===== src/rtl/multiplicador_secuencial_pkg.sv =====
// Shared widths, iteration count and FSM encoding for the sequential
// multiplier. Widths match the pipelined divider's operand/result sizes.
package multiplicador_secuencial_pkg;

  // Divider widths: divisor, dividend, quotient
  localparam int unsigned DV_LEN = 16;
  localparam int unsigned DD_LEN = 32;
  localparam int unsigned Q_LEN  = 16;

  // One add-shift step per multiplier bit
  localparam int unsigned MUL_ITERS = 16;

  typedef enum logic [2:0] {
    MUL_IDLE = 3'd0,
    MUL_LOAD = 3'd1,
    MUL_ITER = 3'd2,
    MUL_SIGN = 3'd3,
    MUL_FIN  = 3'd4
  } mulState_e;

endpackage


===== src/rtl/multiplicador_secuencial_etapa.sv =====
// One combinational add-shift step of the unsigned magnitude multiplier.
// The accumulator low half lives in the multiplier register, so the
// {carry, accHi, mplier} chain shifts right as one value.
module multiplicador_etapa #(
  parameter int unsigned MLEN = 16
) (
  input  logic [MLEN-1:0] accHi,
  input  logic [MLEN-1:0] mplier,
  input  logic [MLEN-1:0] mcand,
  output logic [MLEN-1:0] nextAccHi,
  output logic [MLEN-1:0] nextMplier
);

  logic [MLEN:0] sum;

  // Conditional add into the high half keeping the carry, then shift right
  always_comb begin
    sum = {1'b0, accHi};
    if (mplier[0]) begin
      sum = sum + {1'b0, mcand};
    end
    nextAccHi  = sum[MLEN:1];
    nextMplier = {sum[0], mplier[MLEN-1:1]};
  end

endmodule


===== src/rtl/multiplicador_secuencial.sv =====
// Signed MLEN x MLEN -> PLEN sequential shift-add multiplier with go/done
// handshake. Works on magnitudes and applies the sign at the end, giving a
// fixed latency of LOAD + 16 ITER + SIGN + FIN.
module multiplicador_secuencial
  import multiplicador_secuencial_pkg::*;
#(
  parameter int unsigned MLEN = DV_LEN,
  parameter int unsigned PLEN = DD_LEN
) (
  input  logic            reloj,
  input  logic            reset,
  input  logic            go,
  input  logic [MLEN-1:0] mcandInput,
  input  logic [MLEN-1:0] mplierInput,
  output logic [PLEN-1:0] product,
  output logic            done,
  output logic            busy
);

  localparam int unsigned CW = $clog2(MUL_ITERS);
  localparam logic [CW-1:0] LAST_COUNT = CW'(MUL_ITERS - 1);

  mulState_e state, nextState;

  logic [MLEN-1:0] mcandReg;
  logic [MLEN-1:0] mplierReg;
  logic [MLEN-1:0] accHi;
  logic [MLEN-1:0] nextAccHi;
  logic [MLEN-1:0] nextMplier;
  logic [CW-1:0]   count;
  logic            negRes;
  logic [PLEN-1:0] acc;

  // Low half of the accumulator has shifted into the multiplier register
  assign acc = {accHi, mplierReg};

  multiplicador_etapa #(
    .MLEN(MLEN)
  ) uEtapa (
    .accHi     (accHi),
    .mplier    (mplierReg),
    .mcand     (mcandReg),
    .nextAccHi (nextAccHi),
    .nextMplier(nextMplier)
  );

  // State register
  always_ff @(posedge reloj or negedge reset) begin
    if (!reset) begin
      state <= MUL_IDLE;
    end else begin
      state <= nextState;
    end
  end

  // Next-state logic
  always_comb begin
    nextState = state;
    unique case (state)
      MUL_IDLE: if (go) nextState = MUL_LOAD;
      MUL_LOAD: nextState = MUL_ITER;
      MUL_ITER: if (count == LAST_COUNT) nextState = MUL_SIGN;
      MUL_SIGN: nextState = MUL_FIN;
      MUL_FIN:  nextState = MUL_IDLE;
      default:  nextState = MUL_IDLE;
    endcase
  end

  // Datapath and registered handshake outputs
  always_ff @(posedge reloj or negedge reset) begin
    if (!reset) begin
      mcandReg  <= '0;
      mplierReg <= '0;
      accHi     <= '0;
      count     <= '0;
      negRes    <= 1'b0;
      product   <= '0;
      done      <= 1'b0;
      busy      <= 1'b0;
    end else begin
      done <= 1'b0;
      unique case (state)
        MUL_IDLE: begin
          busy <= go;
          if (go) begin
            mcandReg  <= mcandInput;
            mplierReg <= mplierInput;
          end
        end
        MUL_LOAD: begin
          mcandReg  <= mcandReg[MLEN-1]  ? (~mcandReg + 1'b1)  : mcandReg;
          mplierReg <= mplierReg[MLEN-1] ? (~mplierReg + 1'b1) : mplierReg;
          negRes    <= (mcandReg[MLEN-1] ^ mplierReg[MLEN-1]) &
                       (|mcandReg) & (|mplierReg);
          accHi     <= '0;
          count     <= '0;
        end
        MUL_ITER: begin
          accHi     <= nextAccHi;
          mplierReg <= nextMplier;
          count     <= count + 1'b1;
        end
        MUL_SIGN: begin
          product <= negRes ? (~acc + 1'b1) : acc;
        end
        MUL_FIN: begin
          done <= 1'b1;
        end
        default: ;
      endcase
    end
  end

endmodule


===== config.mk =====
export PLATFORM = sky130hd
export DESIGN_NAME = multiplicador_secuencial
export DESIGN_NICKNAME = d
export VERILOG_FILES = /design/src/rtl/multiplicador_secuencial_pkg.sv /design/src/rtl/multiplicador_secuencial_etapa.sv /design/src/rtl/multiplicador_secuencial.sv
export SDC_FILE = /design/constraint.sdc
export NUM_CORES = 1
export LEC_CHECK = 0
export ABC_AREA = 1
export CORE_MARGIN = 2
export CORE_UTILIZATION = 30
export CTS_CLUSTER_DIAMETER = 80
export DETAILED_ROUTE_END_ITERATION = 12
export PLACE_DENSITY = 0.58
export SLEW_MARGIN = 0
export SYNTH_ARGS = -nofsm -noshare
export SYNTH_HDL_FRONTEND = slang
export SYNTH_SLANG_ARGS = --single-unit

===== constraint.sdc =====
create_clock -name reloj -period 5.4 [get_ports reloj]
set_input_delay 0.81 -clock reloj [delete_from_list [all_inputs] [get_ports reloj]]
set_output_delay 0.81 -clock reloj [all_outputs]
set_load 0.005 [all_outputs]

==> metrics.md <==
| Metric | Value |
|---|---|
| Crit Reg-Reg Endpoint | product[30]$_DFFE_PN0P_ |
| Vias/cell | 4.840 |
| Initial antenna violation count | 0 |
| Vias in the first global route | 5907 |
| PwrDens | 644.9 nW/um^2 |
| Pwr Total | 4.794 mW |
| Class of the worst hold path | in2async |
| Seq/Total Area, Yosys | 0.3628 |
| Max-slew violations | 0 |
| Max Freq | 398.2 MHz |
| Crit path max fanout | 19 |
| Final Hold Viols | 0 |
| Final Skew | 10.40 ps |
| Starting density of the core | 0.3058 |
| Die Y-Extent | 147.8 um |
| Startpoint types | register |
| Clock slew at reported path FFs | 70 ps |
| Max Buffers Root-to-Sink | 2 |
| Global-route wire length before repair | 30910 um |
| N_diodes | 0 |
| IO Count | 69 |
| # H-tree levels | 3 |
| Crit share post-route | 0.4651 |
| Average wire per standard cell | 14.87 um |
| Postcts setup bufs | 0 |
| Storage cell area | 2252 sq um |
| Port buffer count | 68 |
| Maximum VDD drop | 0.2018 mV |
| GRT Total Usage | 0.1774 |
| Resized Gates After CTS | 0 |
| CTS root buf | clkbuf_16 |
| Critical path startpoint | mplierReg[0]$_DFFE_PN0P_ |
| Final setup fails | 0 |
| Fin cells | 1251 |
| # rows | 52 |
| Tmin final | 2511 ps |
| Share of cells above drive strength 1 | 0.04791 |
| CTS Buf Count | 9 |
| Hold_buf cts | 0 |
| DP Wirelength | 13780 um |
| RSZ-0062 raised after global routing | false |
| Pleak | 3.559 nW |
| Detailed Route WL | 18610 um |
| Max Cap Violations | 0 |
| Final TNS setup | 0 ps |
| Synth cell types | 46 |
| Worst slew pin tran | 740.7 ps |
| Core area | 20300 sq um |
| WP data arrival | 2760 ps |
| Setup CP Type | reg2reg |
| Mapped cell area | 6207 sq um |
| Dpl cells | 1235 |
| Final Util | 0.3662 |
| Grt ovf | 0 |
| Critical R2R Launch | mplierReg[0]$_DFFE_PN0P_ |
| Chip width | 147.8 um |
| Synth Register Bits | 90 |
| PnR worst setup slack | 2889 ps |
| Worst slew margin | 0.5057 |
| DRC | 0 |
| Status | finished clean |
| CP Capture Type | register |
| Fillers | 2202 |
| Area Growth Syn to Fin | 19.77% |
| Final net count | 1032 |
| Vias | 6055 |
| Syn_nets | 976 |
| Final antenna-violating net count | 0 |
| CTS tree | done |
| Reg2Reg Depth | 9 |
| Pin count of the biggest net entering global routing | 50 |
| Later-pin clock latency in the skew report | 360 ps |
| Syn Inst Count | 920 |
| Clk sinks | 90 |
| Worst setup path end | product[30]$_DFFE_PN0P_ |
| Multi-input logic area | 3401 sq um |
| DR iter-0 viols | 312 |
| Reg2reg setup slack | 2890 ps |
| Req. time, crit path | 5650 ps |
| Place WS | 2901 ps |
| Die area | 21860 sq um |
| Average cell area after synthesis | 6.747 sq um |
| Gp weighted congestion | 0.8844 |
| YS warnings | 0 |
| DR pass1 iterations | 5 |
## flip-flops by register name, indices dropped and copies added, names as in the netlist
register and count:
mcandReg 16, state 3, negRes 1, mplierReg 16, accHi 16, count 4
busy 1, product 32, done 1
## cells in the final DEF, fill, tap and decap left out, drive strengths merged, types with 12 or more instances in the layout
| cell | count |
|---|---|
| nor2 | 120 |
| inv | 114 |
| xor2 | 19 |
| clkdlybuf4s50 | 67 |
| nor3 | 12 |
| a21oi | 59 |
| nand3 | 65 |
| o21ai | 58 |
| ha | 20 |
| dfrtp | 90 |
| nand2 | 277 |
## worst min-delay path by stage
| stage | cells after the start | slack, ps | start | end |
|---|---|---|---|---|
| 2_1_floorplan | 1 | 460 | count[3]$_DFFE_PN0N_ | count[3]$_DFFE_PN0N_ |
| 3_3_place_gp | 2 | 470 | product[29]$_DFFE_PN0P_ | product[29]$_DFFE_PN0P_ |
| 3_5_place_dp | 2 | 460 | product[31]$_DFFE_PN0P_ | product[31]$_DFFE_PN0P_ |
| 4_1_cts | 2 | 480 | product[29]$_DFFE_PN0P_ | product[29]$_DFFE_PN0P_ |
| 5_1_grt | 2 | 510 | product[25]$_DFFE_PN0P_ | product[25]$_DFFE_PN0P_ |
| 6_report | 1 | 470 | reset | product[0]$_DFFE_PN0P_ |
## metal layers
layer | global-route usage | up-vias | wire length [um]
met3 | 0.02716 | 12 | 721
met2 | 0.3074 | 133 | 8958
met1 | 0.2327 | 2822 | 8761
met5 | 0 | - | 0
met4 | 0.04333 | 0 | 167
li1 | - | 3088 | -
## cells by family after synthesis
| family | share of synthesized area |
|---|---|
| AND/OR/NAND/NOR | 0.3300 |
| AO/OA/AOI/OAI | 0.1405 |
| buffers and inverters | 0.09030 |
| flip-flops | 0.3628 |
| XOR/XNOR | 0.03104 |
| adder cells (fa/ha/maj) | 0.04354 |
| multiplexers | 0.001814 |
## worst max-delay path, stage by stage (launching register included)
cell	delay (ps)
dfrtp_1	600
inv_2	420
ha_1	270
nand4_1	200
nor2_1	340
nand3_1	150
nand2_1	160
nand3_1	90
nand3_1	90
nand2_1	60
## layout make-up
cell class,count,share of cell area
Multi-Input combinational cell,690,0.4574
Sequential cell,90,0.3029
Timing Repair Buffer,72,0.09525
Inverter,113,0.05705
Tap cell,270,0.04544
Clock buffer,10,0.03214
Clock inverter,6,0.009761
## synthesized netlist by cell type (all sizes together)
| master | instances | area share |
|---|---|---|
| nor3 | 12 | 0.012 |
| o31ai | 3 | 0.0036 |
| dfrtp | 90 | 0.36 |
| o21bai | 1 | 0.0012 |
| xnor2 | 3 | 0.0042 |
| xor2 | 19 | 0.027 |
| or2 | 3 | 0.0030 |
| a31oi | 11 | 0.013 |
| a41oi | 1 | 0.0014 |
| o21a | 1 | 0.0012 |
| ha | 20 | 0.040 |
| nand3b | 2 | 0.0024 |
| fa | 1 | 0.0032 |
| a22oi | 7 | 0.0085 |
| nand3 | 65 | 0.053 |
| a32oi | 1 | 0.0014 |
| o22ai | 6 | 0.0060 |
| o211ai | 3 | 0.0052 |
| nand2 | 277 | 0.17 |
| nor2 | 120 | 0.076 |
| nor3b | 1 | 0.0012 |
| o22a | 2 | 0.0028 |
| buf | 12 | 0.013 |
| clkinv | 1 | 0.00060 |
| nand4 | 11 | 0.011 |
| clkbuf | 15 | 0.0091 |
| a21oi | 59 | 0.048 |
| inv | 112 | 0.068 |
| a32o | 1 | 0.0016 |
| o21ai | 58 | 0.047 |
| mux2 | 1 | 0.0018 |
| and2 | 1 | 0.0010 |
## power breakdown
part	internal (mW)	switching [mW]	leakage [nW]
Clock	0.377	0.303	0.150
Combinational	1.04	1.70	2.32
Sequential	0.994	0.380	1.09
Total	2.41	2.39	3.56
## through the flow
stage                     area, sq um  hold WS [ps]
after floorplan                  6207         458.6
final                            7435         466.6
after global routing             7435         508.8
after CTS                        7435         484.6
after global placement           7123         470.2
after detailed placement         7123         464.7
Power figures use the tool's default switching activity.
==> patch 1, RTL diff (same settings) <==
Add an input register stage for `mcandInput`, without a reset; this delays it by one clock. The other inputs are not delayed to match.
--- a/src/rtl/multiplicador_secuencial.sv
+++ b/src/rtl/multiplicador_secuencial.sv
@@ -19,6 +19,12 @@
 
   localparam int unsigned CW = $clog2(MUL_ITERS);
   localparam logic [CW-1:0] LAST_COUNT = CW'(MUL_ITERS - 1);
+
+  logic [MLEN-1:0] mcandInput_q;
+
+  always_ff @(posedge reloj) begin
+    mcandInput_q <= mcandInput;
+  end
 
   mulState_e state, nextState;
 
@@ -83,7 +89,7 @@
         MUL_IDLE: begin
           busy <= go;
           if (go) begin
-            mcandReg  <= mcandInput;
+            mcandReg  <= mcandInput_q;
             mplierReg <= mplierInput;
           end
         end
Function: no difference found for any inputs over 10 cycles, from zero or initial values and one cycle with reset low; that may be too few to reach the edited logic, so the function may still have changed.
==> patch 1 against the unedited design <==
Area after synthesis increased by 8.4%; sequential cell count increased by 16; global-route usage fell by 1.4 points; design area up 6.1%; routed wire length up 1.1%; total power increased by 5.4%; first-iteration DRC count increased by 49%; worst setup slack lost 0.057 ns; largest cell class unchanged.
==> patch 1: results (changes against the unedited design) <==
stage,metric,value,unit,change
run_status,status,completed,,
yosys,yosysWarnings,0,,unchanged
grt,grt_max_degree,62,,+24%
placement,dpl.hpwl,14150,um,+2.7%
grt,grt_usage,0.1637,,-0.01371
route,routedWlPerCell,14.49,um,-2.6%
route,num_vias,6266,,+3.5%
route,drt_iter0_drc,466,,+49%
timing,finalHoldViolations,0,,unchanged
yosys,synth-edff-count,0,,unchanged
route,first_pass_iters,5,,unchanged
worst_setup_path,cp.arrival,2.84,ns,+0.08 ns
yosys,yosys-top-cells-count,"nand2_1, inv_1, nand3_1",,
cells_and_area,layout.nets,1069,,+3.6%
yosys,synth-async-reset-ratio,0.8491,,-0.1509
cells_and_area,regMostFlops,product,,
yosys,yosys-top-cells-area,"dfrtp_1, nand2_1, nand3_1, inv_1, nor2_1",,
timing,finClkSkew,0.01359,ns,+0.003190 ns
worst_setup_path,worstPathMaxFanout,22,,+3
cells_and_area,fill_cells,2383,,+8.2%
route,top_layer,met4,,
placement,place_congestion,0.8608,,-2.7%
yosys,synth.net_count,1017,,+4.2%
route,wl_met1,9713,um,+11%
power,p_leak,3.810,nW,+7.0%
timing,relSlewSlack,0.3713,,-0.1344
route,wl_met2,8081,um,-9.8%
yosys,seq_area_frac_synth,0.3823,,+0.01947
grt,grt_pass1_wl,31420,um,+1.6%
power,pwr-share-clk,0.134,,-0.008
power,vdd_drop_max,304.1,uV,+51%
power,intPower,0.002542,W,+5.6%
cells_and_area,drive_above_1_share,0.06090,,+0.01299
yosys,synth_cell_types,49,,+6.5%
route,met3_length,815,um,+13%
grt,grt_pass1_vias,5942,,+0.59%
placement,postPlaceCellArea,7592,um2,+6.6%
-- patch 1: cell families (layout without fill, tap and decap cells) --
logic type,Yosys count,count (layout),share of synthesized area
xor+xnor,13,13,0.01692
compound gates,143,143,0.1244
fa+ha+maj,21,21,0.04016
simple gates,533,533,0.3434
flops,106,106,0.3823
buf+inv,145,202,0.09279
-- patch 1: per-layer routing --
layer | GRT usage | up-vias
met4 | 0.03713 | 0
met2 | 0.2434 | 144
met5 | 0 | -
met3 | 0.02734 | 10
met1 | 0.2477 | 2902
li1 | - | 3210
-- patch 1: worst max-delay path: stages, from the launching register on --
cell and delay [ns]:
dfrtp_1 0.58, inv_1 0.62, nand3_2 0.23, nor2_1 0.28, and2_1 0.21, ha_1 0.23, nand2_1 0.06, o21ai_0 0.07
o21ai_0 0.18
-- patch 1: metrics by stage --
step                      std cells  power [W]  setup WS [ns]  utilization  hold WS (ns)
after floorplan                 961   0.003559          3.395            -        0.4385
after global placement         1282   0.004357          2.921       0.3468        0.4548
after detailed placement       1282   0.004387          2.875       0.3468        0.4585
after CTS                      1298   0.005080          2.862       0.3604        0.3731
after global routing           1298   0.005567          2.584       0.3604        0.3971
final                          1298   0.005055          2.832       0.3604        0.3689
-- patch 1: power by group through the flow --
stage	sequential, W	clock, W	combinational (W)
2_1_floorplan	0.00137	0	0.00218
3_3_place_gp	0.00153	0	0.00283
3_5_place_dp	0.00153	0	0.00286
4_1_cts	0.00152	0.000692	0.00287
5_1_grt	0.00157	0.000717	0.00328
6_report	0.00152	0.000675	0.00286
-- patch 1: area by class of cell --
class	instances	area, um2	share of cell area
Multi-Input combinational cell	710	3532	0.4477
Sequential cell	106	2572	0.3261
Timing Repair Buffer	71	700.7	0.08882
Inverter	115	436.7	0.05535
Tap cell	280	350.3	0.04441
Clock buffer	10	250.2	0.03172
Clock inverter	6	46.29	0.005868
-- patch 1: final timing paths --
| check | startpoint | to | cells after the start | slack, ns |
|---|---|---|---|---|
| worst max register to register | mplierReg[0] | product[15] | 8 | 2.83 |
| worst max-delay path | mplierReg[0] | product[15] | 8 | 2.83 |
| worst min register to register | mcandInput_q[8] | mcandReg[8] | 2 | 0.47 |
| min in group reloj | mcandInput_q[8] | mcandReg[8] | 2 | 0.47 |
| worst min-delay path | reset | product[11] | 1 | 0.37 |
| max in group asynchronous | reset | mcandReg[0] | 2 | 3.86 |
==> patch 2, RTL diff (same settings) <==
Made on the original files. `MUL_ITERS`: 16 -> 32.
--- a/src/rtl/multiplicador_secuencial_pkg.sv
+++ b/src/rtl/multiplicador_secuencial_pkg.sv
@@ -8,7 +8,7 @@
   localparam int unsigned Q_LEN  = 16;
 
   // One add-shift step per multiplier bit
-  localparam int unsigned MUL_ITERS = 16;
+  localparam int unsigned MUL_ITERS = 32;
 
   typedef enum logic [2:0] {
     MUL_IDLE = 3'd0,
Behaviour: no difference found for any inputs over 10 cycles, from zero or initial values and one cycle with reset low; that may be too few to reach the edited logic, so the function may still have changed.
==> patch 2 against the unedited design <==
Worst setup slack better by 0.053 ns; clock skew down 0.0015 ns; design area up 1.3%; worst hold slack worse by 0.051 ns; routed wire length down 1.2%; total power down 0.80%; largest power group unchanged; critical path type unchanged; sequential cell count up 1; area after synthesis up 3.0%; final cell count up 0.16%.
==> patch 2: results (changes against the unedited design) <==
stage,metric,value,unit,change
yosys,synth-compound-area-share,0.1408,,+0.0002637
worst_setup_path,r2r_cells,8,,-1
worst_setup_path,r2r_start,state[0],,
grt,met2_usage,0.2831,,-0.02434
placement,port_buffers,68,,unchanged
power,switching_share,0.4955,,-0.002602
timing,hold_ws,0.4158,ns,-0.05080 ns
placement,postPlaceCellArea,7244,um2,+1.7%
cells_and_area,num_antenna_cells,0,,unchanged
yosys,synth_mux_area_frac,0.001762,,-0.00005221
worst_setup_path,cp_slowest_cell,nand2_1,,
worst_setup_path,cp.arrival,2.68,ns,-0.08 ns
grt,grt_usage,0.1705,,-0.006857
yosys,synth_cells,921,,+0.11%
yosys,yosys-top-cells-count,"nand2_1, nor2_1, inv_1",,
grt,grt_pass1_wl,30240,um,-2.2%
route,routedWlPerCell,14.67,um,-1.4%
run_status,status,completed,,
worst_setup_path,slowest_delay,0.66,ns,+0.06 ns
grt,met3_usage,0.02774,,+0.0005834
yosys,synth_cell_types,53,,+15%
timing,worstMarginPinSlew,1.111,ns,+0.3704 ns
grt,grt_max_degree,58,,+16%
grt,grt_pass1_vias,5859,,-0.81%
yosys,seq_area_frac_synth,0.3563,,-0.006526
yosys,synth.net_count,978,,+0.20%
placement,dpl.hpwl,13720,um,-0.46%
worst_setup_path,worstPathMaxFanout,29,,+10
power,p_clk,0.000635,W,-6.6%
placement,place_congestion,0.8673,,-1.9%
placement,place_inst,1238,,+0.24%
yosys,yosys-top-cells-area,"dfrtp_1, nand2_1, nand3_1, nor2_1, inv_1",,
power,power,0.004756,W,-0.80%
timing,finClkSkew,0.008936,ns,-0.001467 ns
worst_setup_path,reg2reg_slack,2.94,ns,+0.05 ns
route,drt_wl_total,18380,um,-1.2%
cells_and_area,drive_above_1_share,0.06237,,+0.01446
yosys,synthAdderAreaFrac,0.04424,,+0.0007047
power,vdd_drop_max,254.6,uV,+26%
route,first_pass_iters,7,,+2
cells_and_area,layout.nets,1031,,-0.097%
worst_setup_path,r2r_end,mplierReg[10],,
route,via_per_inst,4.897,,+1.2%
cells_and_area,fill_cells,2327,,+5.7%
placement,post-place-ws,2.951,ns,+0.05035 ns
grt,met1_usage,0.2314,,-0.001321
worst_setup_path,cpLargestDelayFamily,simple AND/OR/NAND/NOR gates,,
power,p_leak,3.568,nW,+0.25%
route,drt_iter0_drc,420,,+35%
yosys,synth_xor_xnor_area_share,0.02056,,-0.01049
-- patch 2: area by class of cell --
| type | count | area, um2 | area share |
|---|---|---|---|
| timing repair buffer | 71 | 700.7 | 0.09307 |
| multi-input combinational | 690 | 3491 | 0.4637 |
| clock inverter | 4 | 51.30 | 0.006814 |
| tap | 275 | 344.1 | 0.04570 |
| sequential | 91 | 2277 | 0.3025 |
| inverter | 111 | 431.7 | 0.05734 |
| clock buffer | 11 | 232.7 | 0.03091 |
-- patch 2: how the worst max path moves through the flow --
stage                       from             to  slack [ns]
floorplan           mplierReg[0]    product[24]        3.52
detailed placement      state[0]   mplierReg[8]        2.95
CTS                     state[0]  mplierReg[11]        2.95
global route            state[0]  mplierReg[11]        2.72
finish                  state[0]  mplierReg[10]        2.94
global placement        state[0]  mplierReg[10]        2.99
-- patch 2: routing by layer --
layer | vias to the layer above | part of all wire
met1 | 2861 | 0.47
li1 | 3122 | -
met5 | - | 0
met2 | 134 | 0.47
met3 | 19 | 0.037
met4 | 0 | 0.016
